## src/rtl/cb_config_loader_if.sv

```systemverilog
// Word-serial configuration stream between an upstream source and cb_config_loader.
// The source drives valid/data/last; the loader answers with ready.
interface cb_config_loader_if #(
  parameter int W = 8
) ();
  logic         cfg_valid;
  logic         cfg_ready;
  logic [W-1:0] cfg_data;
  logic         cfg_last;

  modport master (
    output cfg_valid,
    output cfg_data,
    output cfg_last,
    input  cfg_ready
  );

  modport slave (
    input  cfg_valid,
    input  cfg_data,
    input  cfg_last,
    output cfg_ready
  );
endinterface

```

## src/rtl/cb_config_loader.sv

```systemverilog
// Assembles a frame of configuration words in a shadow register and commits it
// atomically to the connection-block bus c; malformed frames are discarded.
module cb_config_loader #(
  parameter int CONF_WIDTH = 88,
  parameter int W          = 8,
  parameter int NWORDS     = (CONF_WIDTH + W - 1) / W,
  parameter int CNT_W      = $clog2(NWORDS + 1)
) (
  input  logic                  clk,
  input  logic                  rst,
  cb_config_loader_if.slave     cfg,
  output logic [CONF_WIDTH-1:0] c,
  output logic                  busy,
  output logic                  done,
  output logic                  err
);

  localparam int              SH_W     = NWORDS * W;
  localparam logic [CNT_W-1:0] LAST_CNT = CNT_W'(NWORDS - 1);

  typedef enum logic [1:0] {IDLE, LOAD, DRAIN, COMMIT} state_t;

  state_t            state;
  logic [SH_W-1:0]   sh;
  logic [SH_W-1:0]   sh_shifted;
  logic [CNT_W-1:0]  cnt;
  logic              xfer;

  assign xfer = cfg.cfg_valid && cfg.cfg_ready;

  // New words enter at the top so the first word ends up in the low bits.
  generate
    if (NWORDS == 1) begin : g_single
      assign sh_shifted = cfg.cfg_data;
    end else begin : g_multi
      assign sh_shifted = {cfg.cfg_data, sh[SH_W-1:W]};
    end
  endgenerate

  always_ff @(posedge clk) begin
    if (rst) begin
      state         <= IDLE;
      sh            <= '0;
      cnt           <= '0;
      c             <= '0;
      cfg.cfg_ready <= 1'b1;
      busy          <= 1'b0;
      done          <= 1'b0;
      err           <= 1'b0;
    end else begin
      done <= 1'b0;
      case (state)
        IDLE: begin
          if (xfer) begin
            sh  <= sh_shifted;
            cnt <= CNT_W'(1);
            if (NWORDS == 1) begin
              if (cfg.cfg_last) begin
                state         <= COMMIT;
                cfg.cfg_ready <= 1'b0;
                busy          <= 1'b1;
              end else begin
                state <= DRAIN;
                err   <= 1'b1;
                busy  <= 1'b1;
              end
            end else if (cfg.cfg_last) begin
              err <= 1'b1;
            end else begin
              state <= LOAD;
              busy  <= 1'b1;
            end
          end
        end

        LOAD: begin
          if (xfer) begin
            sh  <= sh_shifted;
            cnt <= cnt + 1'b1;
            if (cnt == LAST_CNT) begin
              if (cfg.cfg_last) begin
                state         <= COMMIT;
                cfg.cfg_ready <= 1'b0;
              end else begin
                state <= DRAIN;
                err   <= 1'b1;
              end
            end else if (cfg.cfg_last) begin
              state <= IDLE;
              err   <= 1'b1;
              busy  <= 1'b0;
            end
          end
        end

        // Discard the rest of an over-long frame up to its last word.
        DRAIN: begin
          if (xfer && cfg.cfg_last) begin
            state <= IDLE;
            busy  <= 1'b0;
          end
        end

        COMMIT: begin
          c             <= sh[CONF_WIDTH-1:0];
          done          <= 1'b1;
          err           <= 1'b0;
          state         <= IDLE;
          cfg.cfg_ready <= 1'b1;
          busy          <= 1'b0;
        end

        default: begin
          state         <= IDLE;
          cfg.cfg_ready <= 1'b1;
          busy          <= 1'b0;
        end
      endcase
    end
  end

endmodule
```

## src/flat_wrapper.sv

```systemverilog
// flat-port wrapper written by rule: the top's interface ports become plain ports
module cb_config_loader_flat 
#(
  parameter int CONF_WIDTH = 88,
  parameter int W          = 8,
  parameter int NWORDS     = (CONF_WIDTH + W - 1) / W,
  parameter int CNT_W      = $clog2(NWORDS + 1)
)
  (clk, rst, c, busy, done, err, cfg_cfg_valid, cfg_cfg_data, cfg_cfg_last, cfg_cfg_ready);
  cb_config_loader_if #(.W(W)) cfg_i ();
  input  logic clk;
  input  logic rst;
  output logic [CONF_WIDTH-1:0] c;
  output logic busy;
  output logic done;
  output logic err;
  input wire logic [$bits(cfg_i.cfg_valid)-1:0] cfg_cfg_valid;
  input wire logic [$bits(cfg_i.cfg_data)-1:0] cfg_cfg_data;
  input wire logic [$bits(cfg_i.cfg_last)-1:0] cfg_cfg_last;
  output wire logic [$bits(cfg_i.cfg_ready)-1:0] cfg_cfg_ready;
  assign cfg_i.cfg_valid = cfg_cfg_valid;
  assign cfg_i.cfg_data = cfg_cfg_data;
  assign cfg_i.cfg_last = cfg_cfg_last;
  assign cfg_cfg_ready = cfg_i.cfg_ready;
  cb_config_loader #(.CONF_WIDTH(CONF_WIDTH), .W(W), .NWORDS(NWORDS), .CNT_W(CNT_W)) u_core (.clk(clk), .rst(rst), .cfg(cfg_i), .c(c), .busy(busy), .done(done), .err(err));
endmodule
```

## config.mk

```make
export PLATFORM = sky130hd
export DESIGN_NAME = cb_config_loader_flat
export DESIGN_NICKNAME = d
export VERILOG_FILES = /design/src/rtl/cb_config_loader_if.sv /design/src/rtl/cb_config_loader.sv /design/src/flat_wrapper.sv
export SDC_FILE = /design/constraint.sdc
export NUM_CORES = 1
export LEC_CHECK = 0
export BUFFER_PORTS_ARGS = -buffer_cell sky130_fd_sc_hd__buf_4
export CAP_MARGIN = 30
export CORE_ASPECT_RATIO = 1.75
export CORE_UTILIZATION = 34
export DETAILED_ROUTE_END_ITERATION = 8
export GPL_TIMING_DRIVEN = 0
export PLACE_DENSITY_LB_ADDON = 0.3
export SLEW_MARGIN = 10
export SYNTH_ARGS = -nofsm -noshare
export SYNTH_HDL_FRONTEND = slang
export SYNTH_SLANG_ARGS = --single-unit
```

## constraint.sdc

```tcl
create_clock -name clk -period 1.5 [get_ports clk]
set_input_delay 0 -clock clk [delete_from_list [all_inputs] [get_ports clk]]
set_output_delay 0 -clock clk [all_outputs]
set_load 0.005 [all_outputs]
```

==> results of run 1 <==
stage by stage:
stage	total power, W	std cells	hold slack (ns)	setup WS (ns)	util [%]
after global routing	0.0102	1206	0.166	-0.0117	44.8
after global placement	0.00541	1163	0.251	-0.276	40.6
after CTS	0.00997	1205	0.0905	0.0147	44.4
after detailed placement	0.00541	1163	0.261	-0.266	40.6
final	0.00988	1206	0.106	0.0457	44.8
after floorplan	0.00530	824	0.136	0.135	-
area by class of cell:
| cell class | instances | area share [%] |
|---|---|---|
| Multi-Input combinational cell | 572 | 30.1 |
| Sequential cell | 186 | 44.6 |
| Buffer | 63 | 4.01 |
| Clock inverter | 15 | 2.10 |
| Tap cell | 238 | 3.56 |
| Timing Repair Buffer | 112 | 10.4 |
| Inverter | 3 | 0.135 |
| Clock buffer | 17 | 5.09 |
path summary, 6_finish.rpt:
check                                       end  cells after the start
worst max register to register  u_core.state[0]                      5
worst min register to register     u_core.c[83]                      2
worst min-delay path                 u_core.err                      3
worst max-delay path            u_core.state[0]                      5
worst reg2reg max path, delay by kind of cell (launching register included):
kind / cells / cell delay (ns)
AO/OA/AOI/OAI: 2 / 0.52
adder cells (fa/ha/maj): 1 / 0.21
buffers and inverters: 1 / 0.06
flip-flops: 1 / 0.33
AND/OR/NAND/NOR: 1 / 0.26
layer usage:
metal,global-route usage (%),up-vias
met2,34.3,78
met4,7.12,0
met1,18.5,2583
met5,0,-
li1,-,2933
met3,3.20,19
state kept, by name, summed over array words and instances (netlist names):
register and flops:
u_core.cnt 4, u_core.busy 1, u_core.cfg.cfg_ready 1, u_core.state 2, u_core.err 1, u_core.c 88
u_core.done 1, u_core.sh 88
kinds of logic (layout without fill, tap and decap cells):
group                    Yosys count  in the layout  share of synthesized area, %
adder cells (fa/ha/maj)            2              2                         0.384
buffers and inverters             66            210                          4.47
multiplexers                       1              1                         0.154
AND/OR/NAND/NOR                  380            380                          22.9
AO/OA/AOI/OAI                    189            189                          15.0
flip-flops                       186            186                          57.1
what timing repair did:
action / 4_1_cts / 5_1_grt
cloned: 0 / 0
hold endpoints to repair: 10 / 0
resized for setup: 9 / 32
hold buffers: 10 / 0
pin swaps: 0 / 0
endpoints found under the setup margin: 92 / 115
buffers inserted: 0 / 1
placed cells by master, fill, tap and decap left out, types with 2 or more instances in the layout:
cell / count
nand2_1: 358
dfxtp_1: 184
a21oi_1: 178
buf_4: 106
clkbuf_1: 24
clkbuf_16: 17
clkbuf_4: 13
buf_2: 12
dlygate4sd3_1: 10
inv_8: 5
inv_6: 5
clkbuf_2: 4
buf_1: 4
inv_1: 3
nand3_1: 3
nor2_1: 3
buf_6: 2
nor3_1: 2
nor3b_1: 2
a32oi_1: 2
ha_1: 2
clkinv_8: 2
dfxtp_2: 2
report_power, final:
part / switching (W) / total, W / internal [W]
combinational: 0.000223 / 0.000333 / 0.000110
clock: 0.00216 / 0.00456 / 0.00240
sequential: 0.0000304 / 0.00500 / 0.00497
==> impl_metrics.tcl, run 1 <==
set metrics [dict create \
    fin_skew_ns 0.0124 \
    hold_viol_final 0 \
    synthArstFlopShare_pct 0 \
    synthDistinctLibCells 33 \
    finalNetCount 969 \
    start_util_pct 34.9 \
    peakVddDrop_uv 676 \
    worstPathArrival_ns 1.81 \
    num_vias 5613 \
    setup_viol 0 \
    grt_overflow_total 0 \
    cellLeakagePower_nw 3.05 \
    avgRoutedWirePerCell_um 14.2 \
    grt_pass1_wl_um 27000 \
    finish.instance_area_sq_mm 0.00836 \
    drv_cap 0 \
    synth_fp_nets 838 \
    insertion_delay_ns 0.43 \
    netlist_instances 824 \
    hold_path_class "in -> reg" \
    yosys.area.top_type "dfxtp_1" \
    min_period_ns 1.45 \
    crit_family "compound AO/OA/AOI/OAI gates" \
    antenna_cells 0 \
    cts_sinks 186 \
    period_share_pct 97.0 \
    avgViaCountPerCell 4.65 \
    p_per_area_mw_per_mm2 1180 \
    crit_fanout 5 \
    drive_gt1_share_pct 18.1 \
    worst_setup_path_start_kind "flop" \
    cts_root_buf "clkbuf_16" \
    die_height_um 185 \
    ios 104 \
    multi_input_area_sq_mm 0.00252 \
    synth_edf_count 0 \
    status "complete, no violations" \
    grt_max_degree 20 \
    tns_ns 0 \
    grt_antenna_before_repair 0 \
    routed-wl-met3_um 413 \
    hpwl_um 12500 \
    cts.path.max_buffers 2 \
    ys.flop_type "dfxtp_1" \
    synth_area_leaders "dfxtp_1, nand2_1, a21oi_1" \
    htree_levels 4 \
    max_slew.worst_pin.slew_ns 0.684 \
    core-area_sq_mm 0.0187 \
    ys_ff_latch 186 \
    avgSynthCellArea_sq_um 7.91 \
    synth_most_common_cell "nand2_1" \
    drt_iter0_drc 257 \
    slowest_delay_ns 0.33 \
    seq_area_sq_mm 0.00373 \
    highest_layer "met4" \
    grt_usage_pct 17.8 \
    critPathKind "reg -> reg" \
    m1WireLength_um 6710 \
    die-area_sq_mm 0.0198 \
    rows 66 \
    ys_seq_area_share_pct 57.1 \
    synth_top_cell_area_share_pct 57.1 \
    yosysWarnings 0 \
    dpl-instance-area_sq_mm 0.00758 \
    area_delta_synth_final_pct 28.2 \
    port_buffers 101 \
    cp_cell_sequence "inv_1 -> ha_1 -> and4b_2 -> o32a_1 -> a211oi_2" \
    rsz0062_at_grt "yes" \
    crit-reg2reg-launch "u_core.cnt[0]" \
    r2r_setup_slack_ns 0.05 \
    critPathSlowestCell "dfxtp_2" \
    cts_tree "built" \
    cp-end-kind "flop" \
    cp_num_buf_inv 1 \
    cts_buffers 17 \
    drcViolationCount 0 \
    synth_area_sq_mm 0.00652 \
    slew_headroom_pct 54.4 \
    route.met2.wl_um 9580 \
    clk_pin_slew_worst_paths_ns 0.08 \
    min-delay-start "rst" \
    drt_first_pass_iters 5 \
    grt_pass1_vias 5329 \
    wirelength_um 17100 \
    finalMaxSlewViolations 0 \
    cp-startpoint "u_core.cnt[0]" \
    final_antenna_net_count 0 \
    ys_top_cells_by_count "nand2_1, dfxtp_1, a21oi_1" \
    place.gp.congestion 0.766 \
    die_w_um 107 \
    cp.required_ns 1.85 \
    n_fill_cell 1943 \
    fmaxAchievable_mhz 688 \
]
(Power assumes the default switching activity.)
==> inputs of run 2 (changes only) <==
Settings changed: PLACE_DENSITY_LB_ADDON 0.3 to unset.
==> run 2 against run 1 <==
Against the previous run:
- wire length is essentially flat
- final area is 0.16% lower
- highest routed layer unchanged
- register-to-register slack better by 0.04 ns
- flip-flop and latch count did not move
- clock skew rose by 0.0050 ns
- worst setup slack improved by 0.037 ns
- critical path depth grew 1
==> impl_metrics.tcl, run 2 (synthesized netlist as in run 1, its figures left out) <==
set metrics [dict create \
    status "complete, no violations" \
    wirelength_um 17100 \
    area_delta_synth_final_pct 27.9 \
    reg2reg_to "u_core.err" \
    core-area_sq_mm 0.0187 \
    fmaxAchievable_mhz 706 \
    total_power_w 0.00989 \
    fin_skew_ns 0.0175 \
    holdPathEnd "u_core.err" \
    cp-end-kind "flop" \
    cts_buffers 17 \
    num_vias 5613 \
    placed_cells 1163 \
    die_height_um 185 \
    avgViaCountPerCell 4.65 \
    setup_viol 0 \
    die-area_sq_mm 0.0198 \
    r2r.worst_path.cells 6 \
    hpwl_um 12500 \
    crit-reg2reg-launch "u_core.state[0]" \
    period_share_pct 94.5 \
    clk_pin_slew_worst_paths_ns 0.08 \
    grt_antenna_before_repair 0 \
    avgRoutedWirePerCell_um 14.2 \
    reg_top3 "u_core.c (88), u_core.sh (88), u_core.cnt (4)" \
    place.gp.congestion 0.796 \
    ios 104 \
    cellLeakagePower_nw 3.04 \
    port_buffers 101 \
    n_fill_cell 2057 \
    cts_tree "built" \
    p_per_area_mw_per_mm2 1190 \
    grt_usage_pct 17.9 \
    grt_pass1_wl_um 27200 \
    worstPathArrival_ns 1.76 \
    r2r_setup_slack_ns 0.08 \
    grt_pass1_vias 5312 \
    layout_common_cells "nand2_1, dfxtp_1, a21oi_1, buf_4, clkbuf_1" \
    min_period_ns 1.42 \
    peakVddDrop_uv 646 \
    drive_gt1_share_pct 18.6 \
    cpMostUsedCell "buf_4" \
    cts.path.max_buffers 2 \
    antenna_cells 0 \
    grt_overflow_total 0 \
    htree_levels 4 \
    hold_depth 3 \
    dp_slack_ns -0.287 \
    drcViolationCount 0 \
    min-delay-start "rst" \
    die_w_um 107 \
    slew_headroom_pct 53.5 \
    rows 66 \
    critPathKind "reg -> reg" \
    crit_fanout 10 \
    drt_first_pass_iters 4 \
    finalNetCount 969 \
    rsz0062_at_grt "yes" \
    critPathSlowestCell "dfxtp_1" \
    insertion_delay_ns 0.44 \
    cts_root_buf "clkbuf_16" \
    max_slew.worst_pin.slew_ns 0.698 \
    slowest_delay_ns 0.31 \
    cp_cell_sequence "buf_2 -> and2_1 -> buf_4 -> buf_4 -> nor3_1 -> o22a_1" \
    drt_iter0_drc 199 \
    drv_cap 0 \
    worst_setup_path_start_kind "flop" \
    final_antenna_net_count 0 \
    cts_sinks 186 \
    grt_max_degree 20 \
    cp.required_ns 1.84 \
    final.setup.worst_slack_ns 0.0826 \
    tns_ns 0 \
    hold_path_class "in -> reg" \
    start_util_pct 34.9 \
    fin_cells 1206 \
    finalMaxSlewViolations 0 \
    final_common_cell "nand2_1" \
    hold_viol_final 0 \
]
run 2: cell count changes in the layout (fill, tap and decap cells not counted):
cell      delta
buf_1        -4
buf_2        +3
buf_4        -1
buf_6        -1
clkbuf_2     +4
clkbuf_4     -1
clkinv_8     -1
ha_1         -1
ha_2         +1
inv_8        +1
nand2_2      +1
nand2_4      -1
run 2: worst max-delay path by stage:
stage | from | endpoint | slack [ns] | cells past startpoint
finish | u_core.state[0] | u_core.err | 0.08 | 6
global route | u_core.state[1] | u_core.cnt[2] | -0.01 | 6
CTS | u_core.cnt[0] | u_core.state[0] | 0.008 | 5
detailed placement | u_core.state[0] | u_core.err | -0.29 | 5
global placement | u_core.state[0] | u_core.err | -0.27 | 5
floorplan | u_core.cnt[0] | u_core.state[0] | 0.14 | 5
run 2: per-layer routing:
metal,GRT usage [%],vias to the layer above,wire length (um)
li1,-,2936,-
met1,18.9,2581,6790
met2,34.7,83,9570
met3,3.27,13,495
met4,6.47,0,221
met5,0,-,0
run 2: what timing repair did:
action | CTS | global route
hold endpoints to repair | 10 | 0
pin swaps | 0 | 0
setup endpoints to repair | 90 | 161
setup buffers | 0 | 1
gates resized for setup | 4 | 36
hold buffers | 10 | 0
run 2: cell type report:
type	instances	area, sq um	share of cell area (%)
Sequential cell	186	3730	44.7
Multi-Input combinational cell	572	2520	30.2
Clock buffer	17	425	5.10
Clock inverter	15	170	2.04
Buffer	63	329	3.94
Inverter	3	11.3	0.135
Timing Repair Buffer	112	866	10.4
Tap cell	238	298	3.57
run 2: critical path: cells and delay by family, from the launching register on:
kind / cells / cell delay [ns]
compound gates: 1 / 0.20
buf+inv: 3 / 0.59
simple gates: 2 / 0.21
flops: 1 / 0.31
run 2: through the flow:
stage,utilization (%),hold slack [ns],instance area (sq um)
after global routing,44.7,0.117,8340
final,44.7,0.0839,8340
after detailed placement,40.6,0.257,7580
after CTS,44.4,0.0689,8280
after global placement,40.6,0.250,7580
after floorplan,-,0.136,6520
run 2: report_power, final:
part | internal (W) | total (W) | switching (W)
logic | 0.000106 | 0.000327 | 0.000221
clock network | 0.00240 | 0.00457 | 0.00218
registers | 0.00497 | 0.00500 | 0.0000299
total | 0.00747 | 0.00989 | 0.00243
==> inputs of run 3 (changes only) <==
Settings changed: CTS_BUF_LIST set to sky130_fd_sc_hd__clkbuf_4 sky130_fd_sc_hd__clkbuf_8.
Clock period 1.5 ns to 1.8 ns, I/O delays scaled along.
==> run 3 against run 2 <==
Against the previous run:
- sequential share of layout area increased by 1.4 points
- die area unchanged
- sequential power decreased by 17%
- final area decreased by 3.1%
- hold slack got worse by 0.042 ns
- clock power decreased by 37%
- maximum frequency decreased by 11%
- power decreased by 26%
- clock skew increased by 0.0036 ns
- worst setup slack improved by 0.13 ns
- wire length decreased by 0.19%
- register-to-register slack improved by 0.13 ns
==> impl_metrics.tcl, run 3 (synthesized netlist as in run 1, its figures left out) <==
set metrics [dict create \
    crit-reg2reg-launch "u_core.state[0]" \
    holdPathEnd "u_core.err" \
    worst_setup_path_start_kind "flop" \
    drive_gt1_share_pct 17.2 \
    antenna_cells 0 \
    finalMaxSlewViolations 0 \
    p_per_area_mw_per_mm2 905 \
    cp-startpoint "u_core.state[0]" \
    cts_buffers 17 \
    hold_viol_final 0 \
    critPathKind "reg -> reg" \
    worstPathArrival_ns 1.97 \
    dp_slack_ns 0.0128 \
    drt_iter0_drc 243 \
    r2r.worst_path.cells 6 \
    grt_max_degree 20 \
    placed_cells 1163 \
    fin_skew_ns 0.0211 \
    rsz0062_at_grt "no" \
    ios 104 \
    dpl-instance-area_sq_mm 0.00758 \
    crit_fanout 10 \
    cts_sinks 186 \
    clk_pin_slew_worst_paths_ns 0.12 \
    reg_top3 "u_core.c (88), u_core.sh (88), u_core.cnt (4)" \
    cts_root_buf "clkbuf_8" \
    tns_ns 0 \
    cts_tree "built" \
    setup_viol 0 \
    finish.instance_area_sq_mm 0.00808 \
    htree_levels 4 \
    avgRoutedWirePerCell_um 14.2 \
    area_delta_synth_final_pct 24.0 \
    reg2reg_to "u_core.err" \
    fin_cells 1205 \
    insertion_delay_ns 0.48 \
    drv_cap 0 \
    drt_first_pass_iters 6 \
    final_common_cell "nand2_1" \
    status "complete, no violations" \
    wirelength_um 17100 \
    period_share_pct 88.3 \
    die_w_um 107 \
    drcViolationCount 0 \
    r2r_setup_slack_ns 0.21 \
    start_util_pct 34.9 \
    hpwl_um 12500 \
    grt_antenna_before_repair 0 \
    place.gp.congestion 0.796 \
    hold_path_class "in -> reg" \
    grt_overflow_total 0 \
    cp-end-kind "flop" \
    final.setup.worst_slack_ns 0.211 \
    max_slew.worst_pin.slew_ns 0.704 \
    num_vias 5639 \
    hold_depth 3 \
    layout_common_cells "nand2_1, dfxtp_1, a21oi_1, buf_4, clkbuf_1" \
    peakVddDrop_uv 392 \
    final_antenna_net_count 0 \
    fmaxAchievable_mhz 629 \
    grt_usage_pct 17.9 \
    cts.path.max_buffers 2 \
    rows 66 \
    grt_pass1_wl_um 27000 \
    cellLeakagePower_nw 2.92 \
    slew_headroom_pct 53.1 \
    whs_ns 0.0422 \
    finalNetCount 968 \
    port_buffers 101 \
    min_period_ns 1.59 \
    die-area_sq_mm 0.0198 \
    die_height_um 185 \
    cp.required_ns 2.18 \
    min-delay-start "rst" \
    grt_pass1_vias 5292 \
    core-area_sq_mm 0.0187 \
    avgViaCountPerCell 4.68 \
]
[run 3: worst max-delay path, cell delays in order (launching register included)]
cell and delay, ns:
dfxtp_1 0.33, buf_2 0.19, and2_1 0.14, buf_2 0.27, buf_2 0.29, nor3_1 0.08, o22a_1 0.20
[run 3: through the flow]
step | power [W] | utilization [%]
floorplan | 0.00441 | -
global placement | 0.00451 | 40.6
detailed placement | 0.00451 | 40.6
CTS | 0.00739 | 43.3
global route | 0.00760 | 43.3
finish | 0.00732 | 43.3
[run 3: worst max-delay path by stage]
stage	endpoint	slack (ns)
after global routing	u_core.err	0.12
after CTS	u_core.c[34]	0.12
final	u_core.err	0.21
after global placement	u_core.err	0.03
after floorplan	u_core.state[0]	0.44
after detailed placement	u_core.err	0.01
[run 3: power breakdown]
group          internal [W]  switching [W]  total [W]
Sequential          0.00414      0.0000253    0.00416
Clock               0.00118        0.00170    0.00288
Combinational     0.0000829       0.000184   0.000267
[run 3: final cells by class]
type | instances | area (sq um)
Fill cell | 2074 | 10600
Tap cell | 238 | 298
Clock inverter | 15 | 170
Timing Repair Buffer | 111 | 858
Clock buffer | 17 | 234
Buffer | 63 | 282
Sequential cell | 186 | 3720
Multi-Input combinational cell | 572 | 2510
Inverter | 3 | 11.3
[run 3: layer usage]
layer | global-route usage (%) | part of all wire [%] | vias up
li1 | - | - | 2937
met1 | 18.6 | 40 | 2588
met2 | 34.5 | 56 | 97
met3 | 3.48 | 2.8 | 17
met4 | 6.85 | 1.7 | 0
met5 | 0 | 0 | -
[run 3: timing repair]
item / in CTS / in global routing
hold endpoints to repair: 14 / 0
hold buffers: 10 / 0
gates resized for setup: 1 / 1
endpoints found under the setup margin: 1 / 10
setup buffers: 0 / 0
